==> config.mk <==
export PLATFORM = sky130hd
export DESIGN_NAME = rtc_bus_master
export DESIGN_NICKNAME = d
export VERILOG_FILES = /design/src/rtl/rtc_bus_master.sv
export SDC_FILE = /design/constraint.sdc
export NUM_CORES = 1
export LEC_CHECK = 0
export ABC_AREA = 1
export CAP_MARGIN = 30
export CORE_AREA = 2 2 136 138
export DETAILED_ROUTE_END_ITERATION = 6
export DIE_AREA = 0 0 138 140
export GPL_ROUTABILITY_DRIVEN = 0
export GPL_TIMING_DRIVEN = 1
export PLACE_DENSITY = 0.71
export SYNTH_ARGS = -nofsm -noshare
export SYNTH_HDL_FRONTEND = slang
export SYNTH_SLANG_ARGS = --single-unit
export TNS_END_PERCENT = 10
==> constraint.sdc <==
create_clock -name clk -period 3.3 [get_ports clk]
set_clock_uncertainty 0.15 [all_clocks]
set_input_delay 0.495 -clock clk [delete_from_list [all_inputs] [get_ports clk]]
set_output_delay 0.495 -clock clk [all_outputs]
set_load 0.01 [all_outputs]
==> src/rtl/rtc_bus_master.sv <==
// Multiplexed address/data bus master for the RTC: one write per wr_req edge, periodic 9-register read sweeps.
// Optional build macro RTC_TRANSFER_CMD_EN appends a transfer-command access (0xF0 -> 0xF0) after each write and sweep.
module rtc_bus_master #(
    parameter int T_PH     = 4,
    parameter int READ_DIV = 100000
) (
    input  logic       clk,
    input  logic       reset,
    input  logic       wr_req,
    input  logic [8:0] habilita,
    input  logic [7:0] ano,
    input  logic [7:0] mes,
    input  logic [7:0] dia,
    input  logic [7:0] horas,
    input  logic [7:0] minutos,
    input  logic [7:0] segundos,
    input  logic [7:0] ht,
    input  logic [7:0] mt,
    input  logic [7:0] st,
    output logic [7:0] anole,
    output logic [7:0] mesle,
    output logic [7:0] diale,
    output logic [7:0] horasle,
    output logic [7:0] minutosle,
    output logic [7:0] segundosle,
    output logic [7:0] htle,
    output logic [7:0] mtle,
    output logic [7:0] stle,
    output logic       listo_es,
    output logic       cs_n,
    output logic       rd_n,
    output logic       wr_n,
    output logic       a_d,
    output logic [7:0] ad_out,
    output logic       ad_oe,
    input  logic [7:0] ad_in
);
    typedef enum logic [2:0] {S_IDLE, S_ADDR, S_ADDR_REC, S_DATA, S_DATA_REC, S_GAP} state_t;

`ifdef RTC_TRANSFER_CMD_EN
    localparam bit CMD_EN = 1'b1;
`else
    localparam bit CMD_EN = 1'b0;
`endif
    localparam logic [7:0]  CMD_BYTE = 8'hF0;
    localparam logic [7:0]  PH_LAST  = 8'(T_PH - 1);
    localparam logic [31:0] DIV_LAST = 32'(READ_DIV - 1);

    function automatic logic [7:0] f_addr(input logic [3:0] idx);
        case (idx)
            4'd0:    f_addr = 8'h26;
            4'd1:    f_addr = 8'h25;
            4'd2:    f_addr = 8'h24;
            4'd3:    f_addr = 8'h23;
            4'd4:    f_addr = 8'h22;
            4'd5:    f_addr = 8'h21;
            4'd6:    f_addr = 8'h43;
            4'd7:    f_addr = 8'h42;
            default: f_addr = 8'h41;
        endcase
    endfunction

    function automatic logic [3:0] f_enc(input logic [8:0] oh);
        logic [3:0] v;
        v = '0;
        for (int i = 0; i < 9; i++)
            if (oh[i]) v = 4'(i);
        return v;
    endfunction

    state_t      r_state, w_state_nxt;
    logic [7:0]  r_cnt, w_cnt_nxt;
    logic [3:0]  r_idx, w_idx_nxt;
    logic        r_is_wr, w_is_wr_nxt;
    logic        r_cmd, w_cmd_nxt;
    logic [7:0]  r_wdata, w_wdata_nxt;
    logic        w_take_wr, w_take_sweep, w_wr_done, w_sample;
    logic        r_wr_req_d, r_pend, r_busy, r_sweep_pend;
    logic [3:0]  r_cap_idx;
    logic [7:0]  r_cap_data;
    logic [31:0] r_tmr;
    logic [7:0]  r_le [9];
    logic [7:0]  w_vals [9];
    logic        w_rise, w_onehot, w_wrdir;
    logic [7:0]  w_addr_nxt, w_dbyte_nxt;
    logic        w_cs_n_nxt, w_rd_n_nxt, w_wr_n_nxt, w_a_d_nxt, w_oe_nxt;
    logic [7:0]  w_out_nxt;
    logic        r_cs_n, r_rd_n, r_wr_n, r_a_d, r_oe;
    logic [7:0]  r_out;

    always_comb begin
        w_vals[0] = ano;     w_vals[1] = mes;      w_vals[2] = dia;
        w_vals[3] = horas;   w_vals[4] = minutos;  w_vals[5] = segundos;
        w_vals[6] = ht;      w_vals[7] = mt;       w_vals[8] = st;
    end

    assign w_rise   = wr_req & ~r_wr_req_d;
    assign w_onehot = (habilita != 9'd0) && ((habilita & (habilita - 9'd1)) == 9'd0);
    assign listo_es = ~(r_pend | r_busy);

    always_ff @(posedge clk) begin
        if (reset) r_state <= S_IDLE;
        else       r_state <= w_state_nxt;
    end

    always_comb begin
        w_state_nxt  = r_state;
        w_cnt_nxt    = r_cnt;
        w_idx_nxt    = r_idx;
        w_is_wr_nxt  = r_is_wr;
        w_cmd_nxt    = r_cmd;
        w_wdata_nxt  = r_wdata;
        w_take_wr    = 1'b0;
        w_take_sweep = 1'b0;
        w_wr_done    = 1'b0;
        w_sample     = 1'b0;
        case (r_state)
            S_IDLE: begin
                w_cnt_nxt = '0;
                w_cmd_nxt = 1'b0;
                if (r_pend) begin
                    w_take_wr   = 1'b1;
                    w_idx_nxt   = r_cap_idx;
                    w_wdata_nxt = r_cap_data;
                    w_is_wr_nxt = 1'b1;
                    w_state_nxt = S_ADDR;
                end else if (r_sweep_pend) begin
                    w_take_sweep = 1'b1;
                    w_idx_nxt    = '0;
                    w_is_wr_nxt  = 1'b0;
                    w_state_nxt  = S_ADDR;
                end
            end
            S_ADDR: begin
                if (r_cnt == PH_LAST) begin
                    w_cnt_nxt   = '0;
                    w_state_nxt = S_ADDR_REC;
                end else w_cnt_nxt = r_cnt + 8'd1;
            end
            S_ADDR_REC: w_state_nxt = S_DATA;
            S_DATA: begin
                if (r_cnt == PH_LAST) begin
                    w_cnt_nxt   = '0;
                    w_sample    = !r_is_wr && !r_cmd;
                    w_state_nxt = S_DATA_REC;
                end else w_cnt_nxt = r_cnt + 8'd1;
            end
            S_DATA_REC: w_state_nxt = S_GAP;
            S_GAP: begin
                if (r_cmd) begin
                    w_cmd_nxt   = 1'b0;
                    w_wr_done   = r_is_wr;
                    w_state_nxt = S_IDLE;
                end else if (r_is_wr || r_idx == 4'd8) begin
                    if (CMD_EN) begin
                        w_cmd_nxt   = 1'b1;
                        w_state_nxt = S_ADDR;
                    end else begin
                        w_wr_done   = r_is_wr;
                        w_state_nxt = S_IDLE;
                    end
                end else begin
                    w_idx_nxt   = r_idx + 4'd1;
                    w_state_nxt = S_ADDR;
                end
            end
            default: w_state_nxt = S_IDLE;
        endcase

        // Bus outputs are decoded from the next state so they register glitch-free.
        w_wrdir     = w_is_wr_nxt | w_cmd_nxt;
        w_addr_nxt  = w_cmd_nxt ? CMD_BYTE : f_addr(w_idx_nxt);
        w_dbyte_nxt = w_cmd_nxt ? CMD_BYTE : w_wdata_nxt;
        w_cs_n_nxt  = 1'b1;
        w_rd_n_nxt  = 1'b1;
        w_wr_n_nxt  = 1'b1;
        w_a_d_nxt   = 1'b0;
        w_oe_nxt    = 1'b0;
        w_out_nxt   = '0;
        case (w_state_nxt)
            S_ADDR: begin
                w_cs_n_nxt = 1'b0; w_wr_n_nxt = 1'b0; w_oe_nxt = 1'b1; w_out_nxt = w_addr_nxt;
            end
            S_ADDR_REC: begin
                w_cs_n_nxt = 1'b0; w_a_d_nxt = 1'b1; w_oe_nxt = 1'b1; w_out_nxt = w_addr_nxt;
            end
            S_DATA: begin
                w_cs_n_nxt = 1'b0; w_a_d_nxt = 1'b1;
                if (w_wrdir) begin
                    w_wr_n_nxt = 1'b0; w_oe_nxt = 1'b1; w_out_nxt = w_dbyte_nxt;
                end else w_rd_n_nxt = 1'b0;
            end
            S_DATA_REC: begin
                w_cs_n_nxt = 1'b0; w_a_d_nxt = 1'b1;
                if (w_wrdir) begin
                    w_oe_nxt = 1'b1; w_out_nxt = w_dbyte_nxt;
                end
            end
            default: ;
        endcase
    end

    always_ff @(posedge clk) begin
        if (reset) begin
            r_cnt <= '0; r_idx <= '0; r_is_wr <= 1'b0; r_cmd <= 1'b0; r_wdata <= '0;
            r_wr_req_d <= 1'b0; r_pend <= 1'b0; r_busy <= 1'b0;
            r_cap_idx <= '0; r_cap_data <= '0;
            r_tmr <= '0; r_sweep_pend <= 1'b0;
            r_cs_n <= 1'b1; r_rd_n <= 1'b1; r_wr_n <= 1'b1; r_a_d <= 1'b0; r_oe <= 1'b0; r_out <= '0;
            for (int i = 0; i < 9; i++) r_le[i] <= '0;
        end else begin
            r_cnt <= w_cnt_nxt; r_idx <= w_idx_nxt; r_is_wr <= w_is_wr_nxt;
            r_cmd <= w_cmd_nxt; r_wdata <= w_wdata_nxt;
            r_wr_req_d <= wr_req;
            // A fresh valid request overrides whatever is queued, even on the cycle it is taken.
            if (w_take_wr) r_pend <= 1'b0;
            if (w_rise && w_onehot) begin
                r_pend     <= 1'b1;
                r_cap_idx  <= f_enc(habilita);
                r_cap_data <= w_vals[f_enc(habilita)];
            end
            if (w_take_wr)      r_busy <= 1'b1;
            else if (w_wr_done) r_busy <= 1'b0;
            r_tmr <= (r_tmr == DIV_LAST) ? 32'd0 : r_tmr + 32'd1;
            if (w_take_sweep)       r_sweep_pend <= 1'b0;
            if (r_tmr == DIV_LAST)  r_sweep_pend <= 1'b1;
            if (w_sample) r_le[r_idx] <= ad_in;
            r_cs_n <= w_cs_n_nxt; r_rd_n <= w_rd_n_nxt; r_wr_n <= w_wr_n_nxt;
            r_a_d  <= w_a_d_nxt;  r_oe   <= w_oe_nxt;   r_out  <= w_out_nxt;
        end
    end

    assign cs_n = r_cs_n;  assign rd_n  = r_rd_n;  assign wr_n   = r_wr_n;
    assign a_d  = r_a_d;   assign ad_oe = r_oe;    assign ad_out = r_out;
    assign anole      = r_le[0]; assign mesle      = r_le[1]; assign diale = r_le[2];
    assign horasle    = r_le[3]; assign minutosle  = r_le[4]; assign segundosle = r_le[5];
    assign htle       = r_le[6]; assign mtle       = r_le[7]; assign stle  = r_le[8];
endmodule

* Word-level counts from Yosys, hierarchy flattened
Memory sizes are Yosys's and may differ from the RTL's. Cells that the tools add are included.
Storage, ports and cells: flip-flop bits (word level) 86, bits in writable memories 72, memory bits (read-only) 40, input port bits 92, output and inout bits 86, word-level logic and storage cells 136, memories kept 2
Memory list:
- r_le | words 9, width 8, read ports 9, clocked after memory_dff 0, write ports 9, line 82 | logic [7:0] r_le [9];
- (name not given) | words 8, width 5, read ports 1, clocked after memory_dff 0, write ports 0, line 50 | case (idx)
Cells by class: add/subtract/negate cells 4, order comparisons 1, equality and inequality tests 12, muxes and demuxes 68, bitwise gates (word level) 8, reduce and logical (&&, ||, !) cells 22
Operator list (number):
- $mux 8 | 10
- $mux 4 | 14
- $mux 1 | 33
- $add 32x1->32 const B | 1
- $bmux 8 s4 | 1
- $eq 32x17->1 const B | 1
- $pmux 8 s2 | 2
- $pmux 3 s6 | 1
- $eq 3x2->1 const B | 4
- $mux 3 | 4
- $reduce_or 2->1 | 6
- $and 9x9->9 | 1
- $eq 3x3->1 const B | 3
- $logic_not 9->1 | 1
- $reduce_bool 9->1 | 1
- $sub 9x1->9 const B | 1
- $add 8x1->8 const B | 1
- $eq 8x2->1 const B | 1
- $pmux 4 s2 | 1
- $reduce_bool 2->1 | 4
- $reduce_or 8->1 | 1
- $eq 3x1->1 const B | 2
- $ge 5x5->1 const B | 1
- $not 4->5 | 1
- other kinds (12) | 19

* Depth between registers and ports, before layout
depth after elaboration 14, gate-level depth with buffers 15, mapped depth without buffers 15

* Worst setup path after synthesis
No wires, ideal clock.
path type reg-to-reg, from reg r_idx[0], to reg r_out[1], in the netlist ad_out[1], setup time 116 ps, data arrival time 1926 ps, data required time 3034 ps, setup slack 1108 ps, stages on the path, launching flop included 15, period minus slack after synthesis 2192 ps, cells stage by stage dfxtp_1 -> inv_1 -> ha_1 -> nand2_1 -> nor2_1 -> nor3_1 -> o21ai_0 -> nand2_1 -> nand2_1 -> ha_1 -> nand3b_1 -> nand2_1 -> inv_1 -> nand3_1 -> a21oi_1
On the way: word-level cells in the longest chain between the ends 9, elaborated cells between the ends (all ways) 21
RTL lines:
- from (decl) | line 73 | logic [3:0] r_idx, w_idx_nxt;
- from (signal assigned) | line 212 | r_cnt <= w_cnt_nxt; r_idx <= w_idx_nxt; r_is_wr <= w_is_wr_nxt;
- branches (longest 8 deep; another with $mem_v2 8x5)
- $pmux 8 s2 * | line 180 | case (w_state_nxt)
- to (signal assigned) | line 229 | r_a_d <= w_a_d_nxt; r_oe <= w_oe_nxt; r_out <= w_out_nxt;
- to (decl) | line 89 | logic [7:0] r_out;
Every way passes the cells marked *. A chain may end at the register's enable or synchronous reset.

==> impl_metrics.py <==
metrics = {
    "run_status": {
        "status": "complete, no violations",
    },
    "clocking": {
        "numCtsBuffers": 17,
        "postCtsSetupRepairBufs": 0,
        "cts.clk_slew.worst_paths_ps": 70,
        "cts_resized": 0,
        "clkSinkCount": 158,
        "postCtsHoldBufs": 0,
        "root_buffer": "clkbuf_16",
        "clock_path_buffers": 2,
        "htree_levels": 4,
        "clock_latency_ps": 420,
        "cts_tree": "done",
    },
    "power": {
        "ir_drop_v": 0.000370,
        "p_leak_nw": 4.12,
        "finalPower_mw": 4.52,
        "power_density_nw_per_um2": 433,
    },
    "worst_setup_path": {
        "crit_chain": "ha_1 > inv_1 > nor3_2 > nand4_1 > nor2_2 > nand2_2 > nor3_4 > buf_4 > nand3_4 > nand2_1",
        "cp_top_family": "simple AND/OR/NAND/NOR gates",
        "critPathMaxFanout": 9,
        "path_buf_inv": 2,
        "required_ps": 3230,
        "max_stage_delay_ps": 370,
        "arrival_ps": 2480,
        "start_kind": "flop",
        "slowest_stage": "dfxtp_1",
        "path_class": "reg2reg",
        "cp-end-kind": "flop",
    },
    "synthesis": {
        "yosys.area.top_type_share": 0.276,
        "synth.avg_cell_area_um2": 8.07,
        "yosysWarningCount": 0,
        "yosys_most_used_dff": "dfxtp_1",
        "ys_seq_elements": 158,
        "synthCells": 972,
        "synth_area_um2": 7840,
        "synth-seq-area-share": 0.495,
        "syn_nets": 1072,
        "synth_edf_count": 72,
        "ys_types": 51,
        "synth.area.top_cells": "edfxtp_1, dfxtp_1, nand2_1",
        "yosysTopAreaCell": "edfxtp_1",
        "async_reset_ff_frac": 0,
    },
    "grt": {
        "antenna_found_initial": 0,
        "grt_pass1_vias": 6400,
        "grt_max_degree": 38,
        "grt_pass1_wl_um": 31000,
        "use_met3": 0.0448,
        "track_usage": 0.194,
        "met2_usage": 0.320,
        "grt_busiest_layer": "met2",
        "overflow": 0,
        "use_met1": 0.256,
    },
    "floorplanning": {
        "die_y_um": 140,
        "core_area_um2": 17800,
        "initial_utilization": 0.441,
        "dieArea_um2": 19300,
        "placementRows": 49,
        "ioPinCount": 178,
        "die_x_um": 138,
    },
    "route": {
        "drt_first_pass_iters": 5,
        "dr.first_iter.drc_count": 458,
        "routedWlPerCell_um": 13.4,
        "vias": 6883,
        "wirelength_um": 18700,
        "drcViolationCount": 0,
        "drtAntennaViolNets": 0,
        "avgViaCountPerCell": 4.93,
    },
    "timing": {
        "maxSlewViolCount": 0,
        "finalCriticalPeriod_ps": 2550,
        "fin_tns_setup_ps": 0,
        "hold_violations": 0,
        "timing.final.crit_share": 0.772,
        "worst_pin_slew_ps": 714,
        "rsz0062_at_grt": "false",
        "timing.fmax_mhz": 393,
        "maxSlewHeadroom": 0.522,
        "finalSetupViolations": 0,
        "finalWorstSetupSlack_ps": 753,
    },
    "finish": {
        "final_area_um2": 10400,
        "final_common_cell": "nand2_1",
        "drive_above_1_share": 0.0891,
        "antennaDiodeCount": 0,
        "finish.net_count": 1254,
        "final_cell_mix": "nand2_1, clkdlybuf4s50_1, nor2_1",
        "synthToLayoutAreaGrowth_pct": 33.2,
    },
    "placed_design": {
        "pre_cts_ws_ps": 553,
        "portBuffers": 177,
        "placed_area_um2": 9820,
        "hpwl_um": 14200,
    },
    "run": {
        "maxCapViolCount": 0,
    },
    "min_path": {
        "hp-class": "reg2reg",
    },
}
[cell families after synthesis]
group                      count (synthesis)  synth area share
AOI/OAI and AO/OA                        105            0.0774
xor gates and xnor gates                   9            0.0101
adders and majority gates                  8            0.0128
buffers and inverters                    143            0.0791
DFF                                      158             0.495
muxes                                      3           0.00383
and+or+nand+nor                          546             0.322
[report_power, final]
group          internal, mW  leakage [nW]  switching (mW)
combinational         0.195          2.37           0.185
clock                  1.22         0.307           0.835
sequential             2.07          1.44          0.0123
[cells in the mapped netlist (5+ instances only)]
cell type / n
nand2_1: 212
nor2_1: 162
inv_1: 102
dfxtp_1: 86
edfxtp_1: 72
nand3_1: 67
a21oi_1: 60
o21ai_0: 27
nor3_1: 21
nand4_1: 18
nand2_2: 14
clkinv_1: 11
nor2_2: 9
nor4_1: 9
ha_1: 8
nand3_4: 8
clkbuf_1: 7
o211ai_2: 7
xor2_1: 7
buf_2: 6
inv_2: 6
buf_6: 5
or2_2: 5
[registers in the layout (all words and copies together) (netlist names), 3 cells and up]
register    cells
ad_out          8
r_idx           4
r_tmr          32
r_le           72
r_cap_data      8
r_state         3
r_cnt           8
r_cap_idx       4
r_wdata         8
[final cells by class]
type | count | area (um2)
Sequential cell | 158 | 3880
Timing Repair Buffer | 185 | 1850
Inverter | 121 | 458
Clock buffer | 17 | 425
Multi-Input combinational cell | 671 | 3340
Clock inverter | 15 | 203
Tap cell | 229 | 287
Fill cell | 1581 | 7330
[worst paths after layout]
| check | cells after the start | startpoint | to | slack, ps |
|---|---|---|---|---|
| worst max-delay path | 10 | r_cnt[0]$_SDFFE_PP0P_ | r_le[3][3]$_SDFFCE_PN0P_ | 750 |
| worst min-delay path | 2 | r_tmr[31]$_SDFF_PP0_ | r_tmr[31]$_SDFF_PP0_ | 310 |
| worst max register to register | 10 | r_cnt[0]$_SDFFE_PP0P_ | r_le[3][3]$_SDFFCE_PN0P_ | 750 |
| worst min register to register | 2 | r_tmr[31]$_SDFF_PP0_ | r_tmr[31]$_SDFF_PP0_ | 310 |
[metal layers]
layer | vias to the layer above | part of all wire
li1 | 3549 | -
met1 | 3049 | 0.45
met5 | - | 0
met2 | 262 | 0.47
met3 | 23 | 0.066
met4 | 0 | 0.013
[metrics by stage]
step            util  hold slack, ps  instances
2_1_floorplan      -             280        972
3_3_place_gp   0.551             291       1363
3_5_place_dp   0.552             301       1364
4_1_cts        0.588             316       1396
5_1_grt        0.588             341       1396
6_report       0.588             314       1396
[worst min-delay path, cell delays in order, from the launching register on]
cell	delay (ps)
dfxtp_1	310
nand2_1	60
a21oi_1	50
(Power assumes the default switching activity.)
